## config.mk

```make
export PLATFORM = sky130hd
export DESIGN_NAME = ec_mac_scheduler
export DESIGN_NICKNAME = d
export VERILOG_FILES = /design/src/rtl/ec_mac_scheduler.sv
export SDC_FILE = /design/constraint.sdc
export NUM_CORES = 1
export LEC_CHECK = 0
export ABC_AREA = 1
export CORE_ASPECT_RATIO = 1.25
export CORE_MARGIN = 2
export CORE_UTILIZATION = 53
export DETAILED_ROUTE_END_ITERATION = 10
export PLACE_DENSITY = 0.78
export SKIP_LAST_GASP = 1
export SYNTH_ARGS = -nofsm -noshare
export SYNTH_HDL_FRONTEND = slang
export SYNTH_SLANG_ARGS = --single-unit
```

## constraint.sdc

```tcl
create_clock -name clk -period 4.95 [get_ports clk]
set_clock_uncertainty 0.2 [all_clocks]
set_input_delay 0.99 -clock clk [delete_from_list [all_inputs] [get_ports clk]]
set_output_delay 0.99 -clock clk [all_outputs]
set_load 0.005 [all_outputs]
```

## src/rtl/ec_mac_scheduler.sv

```systemverilog
// Sequencer for a column of type-3 error-compensation MAC rows: weight load, activation stream,
// skew drain, done. Optional macro EC_ERR_STALL_EN inserts a stream bubble on any row error.
module ec_mac_scheduler #(
  parameter int ROWS  = 8,
  parameter int CNT_W = 8
) (
  input  logic                    clk,
  input  logic                    rst_n,
  input  logic                    start,
  input  logic [CNT_W-1:0]        k_len,
  input  logic [ROWS-1:0]         err_in,
  output logic                    busy,
  output logic                    w_load_en,
  output logic [$clog2(ROWS)-1:0] w_row_sel,
  output logic                    act_valid,
  output logic                    psum_valid,
  output logic                    done,
  output logic [15:0]             err_count
);
  localparam int SEL_W = $clog2(ROWS);
  localparam int DRN_W = $clog2(ROWS + 1);
  localparam int POP_W = $clog2(ROWS + 1);

  typedef enum logic [2:0] {S_IDLE, S_LOAD_W, S_STREAM, S_DRAIN, S_DONE} state_t;

  state_t             r_state;
  state_t             w_state_next;
  logic [CNT_W-1:0]   r_klen;
  logic [CNT_W-1:0]   r_scnt;
  logic [SEL_W-1:0]   r_row;
  logic [DRN_W-1:0]   r_dcnt;
  logic [ROWS:0]      r_pipe;
  logic [15:0]        r_err;
  logic               r_busy;
  logic               r_load;
  logic               r_done;
  logic               w_stall;
  logic               w_act;
  logic               w_row_last;
  logic [POP_W-1:0]   w_pop;
  logic [16:0]        w_err_sum;
  logic [15:0]        w_err_sat;

`ifdef EC_ERR_STALL_EN
  assign w_stall = (r_state == S_STREAM) && (|err_in);
`else
  assign w_stall = 1'b0;
`endif

  // act_valid reacts to err_in in the same cycle so a stall becomes a true bubble
  assign w_act      = (r_state == S_STREAM) && !w_stall;
  assign w_row_last = (r_row == SEL_W'(ROWS - 1));

  always_comb begin
    w_pop = '0;
    for (int i = 0; i < ROWS; i++) begin
      w_pop = w_pop + POP_W'(err_in[i]);
    end
  end

  assign w_err_sum = {1'b0, r_err} + 17'(w_pop);
  assign w_err_sat = w_err_sum[16] ? 16'hFFFF : w_err_sum[15:0];

  always_comb begin
    w_state_next = r_state;
    case (r_state)
      S_IDLE:   if (start) w_state_next = S_LOAD_W;
      S_LOAD_W: if (w_row_last) w_state_next = (r_klen != '0) ? S_STREAM : S_DRAIN;
      S_STREAM: if (w_act && (r_scnt == r_klen - CNT_W'(1))) w_state_next = S_DRAIN;
      S_DRAIN:  if (r_dcnt == DRN_W'(ROWS)) w_state_next = S_DONE;
      S_DONE:   w_state_next = S_IDLE;
      default:  w_state_next = S_IDLE;
    endcase
  end

  always_ff @(posedge clk or negedge rst_n) begin
    if (!rst_n) begin
      r_state <= S_IDLE;
      r_klen  <= '0;
      r_scnt  <= '0;
      r_row   <= '0;
      r_dcnt  <= '0;
      r_pipe  <= '0;
      r_err   <= '0;
      r_busy  <= 1'b0;
      r_load  <= 1'b0;
      r_done  <= 1'b0;
    end else begin
      r_state <= w_state_next;
      r_busy  <= (w_state_next != S_IDLE);
      r_load  <= (w_state_next == S_LOAD_W);
      r_done  <= (w_state_next == S_DONE);
      // one slot per stream cycle, so bubbles shift the matching psum slot too
      r_pipe  <= {r_pipe[ROWS-1:0], w_act};
      case (r_state)
        S_IDLE: begin
          if (start) begin
            r_klen <= k_len;
            r_err  <= '0;
            r_row  <= '0;
          end
        end
        S_LOAD_W: begin
          r_row  <= w_row_last ? '0 : r_row + SEL_W'(1);
          r_scnt <= '0;
          r_dcnt <= '0;
        end
        S_STREAM: begin
          if (w_act) r_scnt <= r_scnt + CNT_W'(1);
          r_err <= w_err_sat;
        end
        S_DRAIN: begin
          r_dcnt <= r_dcnt + DRN_W'(1);
          r_err  <= w_err_sat;
        end
        default: ;
      endcase
    end
  end

  assign busy       = r_busy;
  assign w_load_en  = r_load;
  assign w_row_sel  = r_row;
  assign act_valid  = w_act;
  assign psum_valid = r_pipe[ROWS];
  assign done       = r_done;
  assign err_count  = r_err;
endmodule
```

Yosys cells after proc, flatten, opt, wreduce, memory -nomap -nowiden
Cells that the tools add are included.

Logic and storage cells: 57. Register bits: 54. Output and inout bits: 24. Input bits: 19.

Reduce and logical (&&, ||, !) cells: 12. Multiplexer cells: 14. Add/subtract/negate cells: 12. Equal/unequal tests: 9.

Operators by type and width (count): $mux W16 (2); $pmux W16 S2 (1); $mux W3 (6); $add A16 B4 Y17 (1); $add A4 B1 Y4 (4); $pmux W8 S2 (1); $pmux W3 S4 (1); $add A8 B1 Y8 const B (1); $eq A8 B8 Y1 (1); $pmux W4 S2 (1); $reduce_bool A2 Y1 (4); $reduce_bool A8 Y1 (1); $sub A8 B1 Y8 const B (1); $eq A3 B1 Y1 const B (2); $eq A3 B2 Y1 const B (2); $eq A3 B3 Y1 const B (2); $pmux W3 S2 (1); $reduce_and A2 Y1 (3); $add A3 B1 Y4 (1); $add A4 B1 Y4 const B (1); $eq A4 B4 Y1 const B (1); $add A2 B1 Y3 (1); $add A3 B1 Y3 const B (1); $logic_not A3 Y1 (1); other kinds (6) (6).

Depth between registers and ports, before layout
Depth after elaboration: 10. Mapped depth: 16. Gate-level depth less buffers: 16.

Worst setup path after synthesis
No wires, ideal clock.

Path type: input to register. Start point: input err_in[0]. End point: register r_err[9] (netlist: err_count[9]). Path slack: 763 ps. Arrival: 3866 ps. Stages: 15. Required time: 4630 ps. Cell sequence: fa_1 inv_1 fa_1 fa_1 fa_1 inv_1 fa_1 nand3_1 nand3_2 nand2_4 nor2_8 nand2_4 clkinv_2 o21ai_1 nand2_1.

Word-level cells in the longest chain between the ends: 10.

Ends and longest elaborated chain: start, declared (line 11) `input logic [ROWS-1:0] err_in,`; $add A1 B1 Y2 (line 57) `w_pop = w_pop + POP_W'(err_in[i]);`; $add A2 B1 Y3 (line 57); $add A3 B1 Y4 (line 57); $add A4 B1 Y4 (4 in a row) (line 57); $add A16 B4 Y17 (line 61) `assign w_err_sum = {1'b0, r_err} + 17'(w_pop);`; $mux W16 (line 62) `assign w_err_sat = w_err_sum[16] ? 16'hFFFF : w_err_sum[15:0];`; $pmux W16 S2 (line 95) `case (r_state)`; end signal, assigned (line 110) `r_err <= w_err_sat;`; end signal, assigned (line 114) `r_err <= w_err_sat;`; end, declared (line 33) `logic [15:0] r_err;`.

No other way between the ends. A chain may end at the register's enable or synchronous reset.

Worst setup path after layout
Start point: input err_in[0]. End point: register r_err[6] (netlist: err_count[6]).

Same word-level chain as after synthesis.

==> impl_summary.md <==
Run status
The flow ran to the end, and the final reports show no timing, DRC or antenna violations.

Cells and area
The antenna diode instance count is 0. The relative area change from synthesis to final layout is 20.4%. The fraction of final layout cells with drive strength greater than 1 is 6.71%. The net count reported at finish is 482. The sequential cell area is 1350 sq um. After routing the design area is 3740 sq um.

The layout filler cell count is 503. Summing all multi-input logic gate instances after layout gives 1490 sq um.

STA
The count of endpoints failing hold in the final timing report is 0. The total negative slack for setup checks is 0 ns. Setup repair after global routing left no endpoint under its margin.

The number of failing setup endpoints in the final timing report is 0. Based on the critical path, the design can be clocked at up to 219 MHz. The max-slew violation count was 0.

Measured against its own limit, the worst slew margin works out to 52.2%. The routed design could run at a clock period as short as 4.56 ns. The transition time at the pin with the least slew margin is 0.715 ns. The final critical path takes up 92.2% of the cycle.

Yosys
The synthesized design spends more area on one cell type than any other, namely dfrtp_1. Sorting the synthesized cells by how often they occur yields 115 x nand2_1, 62 x inv_1, 54 x dfrtp_1. Sorting the synthesized cells by area gives the leading types as dfrtp_1 44%, nand2_1 14%, inv_1 7.5%, ha_1 4.8%, nand3_1 4.7%. The share of the synthesized area in the top cell type is 43.5%. The mean area per synthesized cell is 7.78 sq um. The post-synth design cell area is 3100 sq um.

The dominant synthesized flop cell is dfrtp_1. The total of warnings raised by yosys is 0. Yosys mapped the design onto 32 distinct sky130hd cell types.

The number of cells produced by synthesis is 399. The count of flip-flops with a built-in enable after synthesis is 0. After synthesis, flip-flops and latches occupy 43.5% of the total area.

The post-synth net total is 435. Counting flops with an async set or reset pin after synthesis yields a share of 100%. The number of flip-flops and latches in the synthesized netlist is 54.

In the post-synthesis netlist, the cell with the most instances is nand2_1.

Detailed routing
The detailed-route wire length per cell is 12.0 um. The number of DRC violations after detailed routing is 0. The number of design-rule violations left by the first detailed-router iteration is 144.

Using the TritonRoute via totals, the vias-per-cell ratio works out to 5.24. Summed over all layers, the routed wires come to 6130 um. The count of nets left with antenna violations after detail routing is 0. The first detailed-routing pass ran for 5 iterations. The detailed router placed 2,688 vias in this run.

Placement
The global placer's final weighted congestion is 0.817. The estimated wirelength of the detail-placed design is 4590 um. The total of buffers placed on input and output ports is 42.

In this run the cell area measured after placement is 3590 sq um.

Worst setup path
For the worst setup path, the data required time is 4.92 ns. Of all nets on the critical path, the largest fanout is 8. Walking the worst path, the cells encountered are clkdlybuf4s50_1, fa_1, inv_1, fa_1, fa_1, fa_1, inv_1, fa_1, nand3_1, nand3_2, nand2_4, nor2_8, nand2_4, clkinv_2, o21ai_1, o21ai_1.

The critical path is of the in -> reg type. The nature of the critical path endpoint is a flip-flop. The most frequent cell on the critical path is fa_1.

For the worst setup path, the data arrival time is 4.54 ns. For this design, the slowest cell found on the critical path is fa_1. The peak per-stage delay on the critical path is 0.55 ns. The worst setup path is launched from an input pin.

Among cell families on the critical path, the largest total delay comes from adder cells. Together, buffers and inverters on the worst path number 4.

Clocking
The H-tree generated during clock tree synthesis spans 2 levels. The post-CTS setup-driven buffer insertion count is 0. The total of cells resized after clock tree synthesis is 0.

The clock net in this run drives a total of 54 sinks. Clock-pin slew was measured on the worst setup and hold paths at 0.09 ns. Clock latency on the worst-skew pair, taken at its later pin, is 0.31 ns. Counting the buffers created by CTS gives 5. TritonCTS built the clock tree.

The clock root buffer is clkbuf_8. The clock passes through at most 2 buffers. The number of hold buffers added after CTS is 0.

Floorplan
The full die area is 6490 sq um. The initial utilization of the core area, before any placement, comes to 54.1%. The vertical die dimension is 89.5 um.

The site row count is 31. The die width is 72.4 um. The number of top-level design ports is 43. After floorplanning, the core was sized to cover 5740 sq um.

Global routing
The number of global-route vias before repair is 2,607. The number of antenna violations at the first check in global routing is 0. The largest net degree at the start of global routing is 55.

The first global-routing pass estimated 10,900 um of wire. Global routing used 21.1% of the available tracks. Summed over all layers, the global routing overflow is 0.

Worst hold path
The tightest min-delay check is of the reg -> reg type.

Power and ir drop
Summed over all cells, the static leakage comes to 0.00192 uW. Power spread over the standard cell area amounts to 379 nW/um^2. The worst-case IR drop observed on VDD is 0.000196 V.

Run
The number of max-capacitance violations reported is 0.
[where the power goes]
group	leakage, uW	total (uW)	internal [uW]	switching, uW
logic	0.00122	526	244	283
clock network	0.0000714	355	216	139
registers	0.000632	534	487	47.6
total	0.00192	1420	946	469
[worst register-to-register path, stage by stage (launching register included)]
cell	delay, ns
dfrtp_1	0.39
inv_1	0.10
fa_1	0.44
fa_1	0.51
fa_1	0.18
inv_1	0.08
fa_1	0.41
nand3_1	0.12
nand3_2	0.14
nand2_4	0.15
nor2_8	0.05
nand2_4	0.11
clkinv_2	0.11
o21ai_1	0.13
o21ai_1	0.09
[layer usage]
layer  share of wire (%)  GRT usage (%)  vias to the layer above  routed length, um
met1                  41           24.3                     1271               2540
met3                 3.9           3.27                       10                239
met2                  53           39.9                       64               3270
li1                    -              -                     1343                  -
met5                   0              0                        -                  0
met4                 1.3           6.90                        0                 79
[cells in the final DEF, fill, tap and decap left out, types with 2 or more instances in the layout]
cell type,instances
nor2_2,2
nand3_1,29
nor2_8,2
inv_1,62
nor2_4,2
nand4_1,2
o21ai_1,14
dfrtp_1,54
nand2_4,3
o21ai_0,20
clkdlybuf4s50_1,41
bufinv_16,2
nand2_1,115
xor2_1,6
a21oi_1,16
inv_2,4
nand3_2,3
clkbuf_8,6
ha_1,12
nor2_1,33
fa_1,5
[registers in the layout, summed over array words and instances, names as in the netlist]
signal	count
busy	1
r_dcnt	4
r_state	3
r_scnt	8
w_row_sel	3
r_pipe	9
w_load_en	1
done	1
r_klen	8
err_count	16
[worst paths after layout]
check,start,to,slack [ns],depth (start not counted)
max in group asynchronous,rst_n,busy,3.49,2
setup reg to reg,err_count[0],err_count[6],1.62,14
min in group asynchronous,rst_n,r_pipe[8],0.61,2
hold reg to reg,r_pipe[2],r_pipe[3],0.15,0
hold / removal,r_pipe[2],r_pipe[3],0.15,0
setup / recovery,err_in[0],err_count[6],0.39,16
[kinds of logic (layout without fill, tap and decap cells)]
family | count (synthesis) | in the layout | share of synthesized area [%]
compound gates | 53 | 53 | 8.79
xor+xnor | 7 | 7 | 1.98
fa+ha+maj | 17 | 17 | 8.06
buf+inv | 70 | 118 | 8.59
flops | 54 | 54 | 43.5
mux | 1 | 1 | 0.363
simple gates | 197 | 197 | 28.7
[cell type report]
cell class / count / area share, %
Clock inverter: 2 / 1.61
Timing Repair Buffer: 43 / 11.3
Inverter: 67 / 6.76
Clock buffer: 6 / 2.21
Multi-Input combinational cell: 275 / 39.7
Tap cell: 66 / 2.21
Sequential cell: 54 / 36.2
[per-stage QoR]
step                utilization, %  std cells  power (uW)  worst slack, ns  hold WS, ns
floorplan                        -        399         877            0.763        0.131
global placement              62.6        505        1050            0.158        0.132
detailed placement            62.6        505        1060           0.0575        0.135
CTS                           65.1        513        1430            0.396        0.156
global route                  65.1        513        1520            0.261        0.168
finish                        65.1        513        1420            0.386        0.155
(Power assumes the default switching activity.)
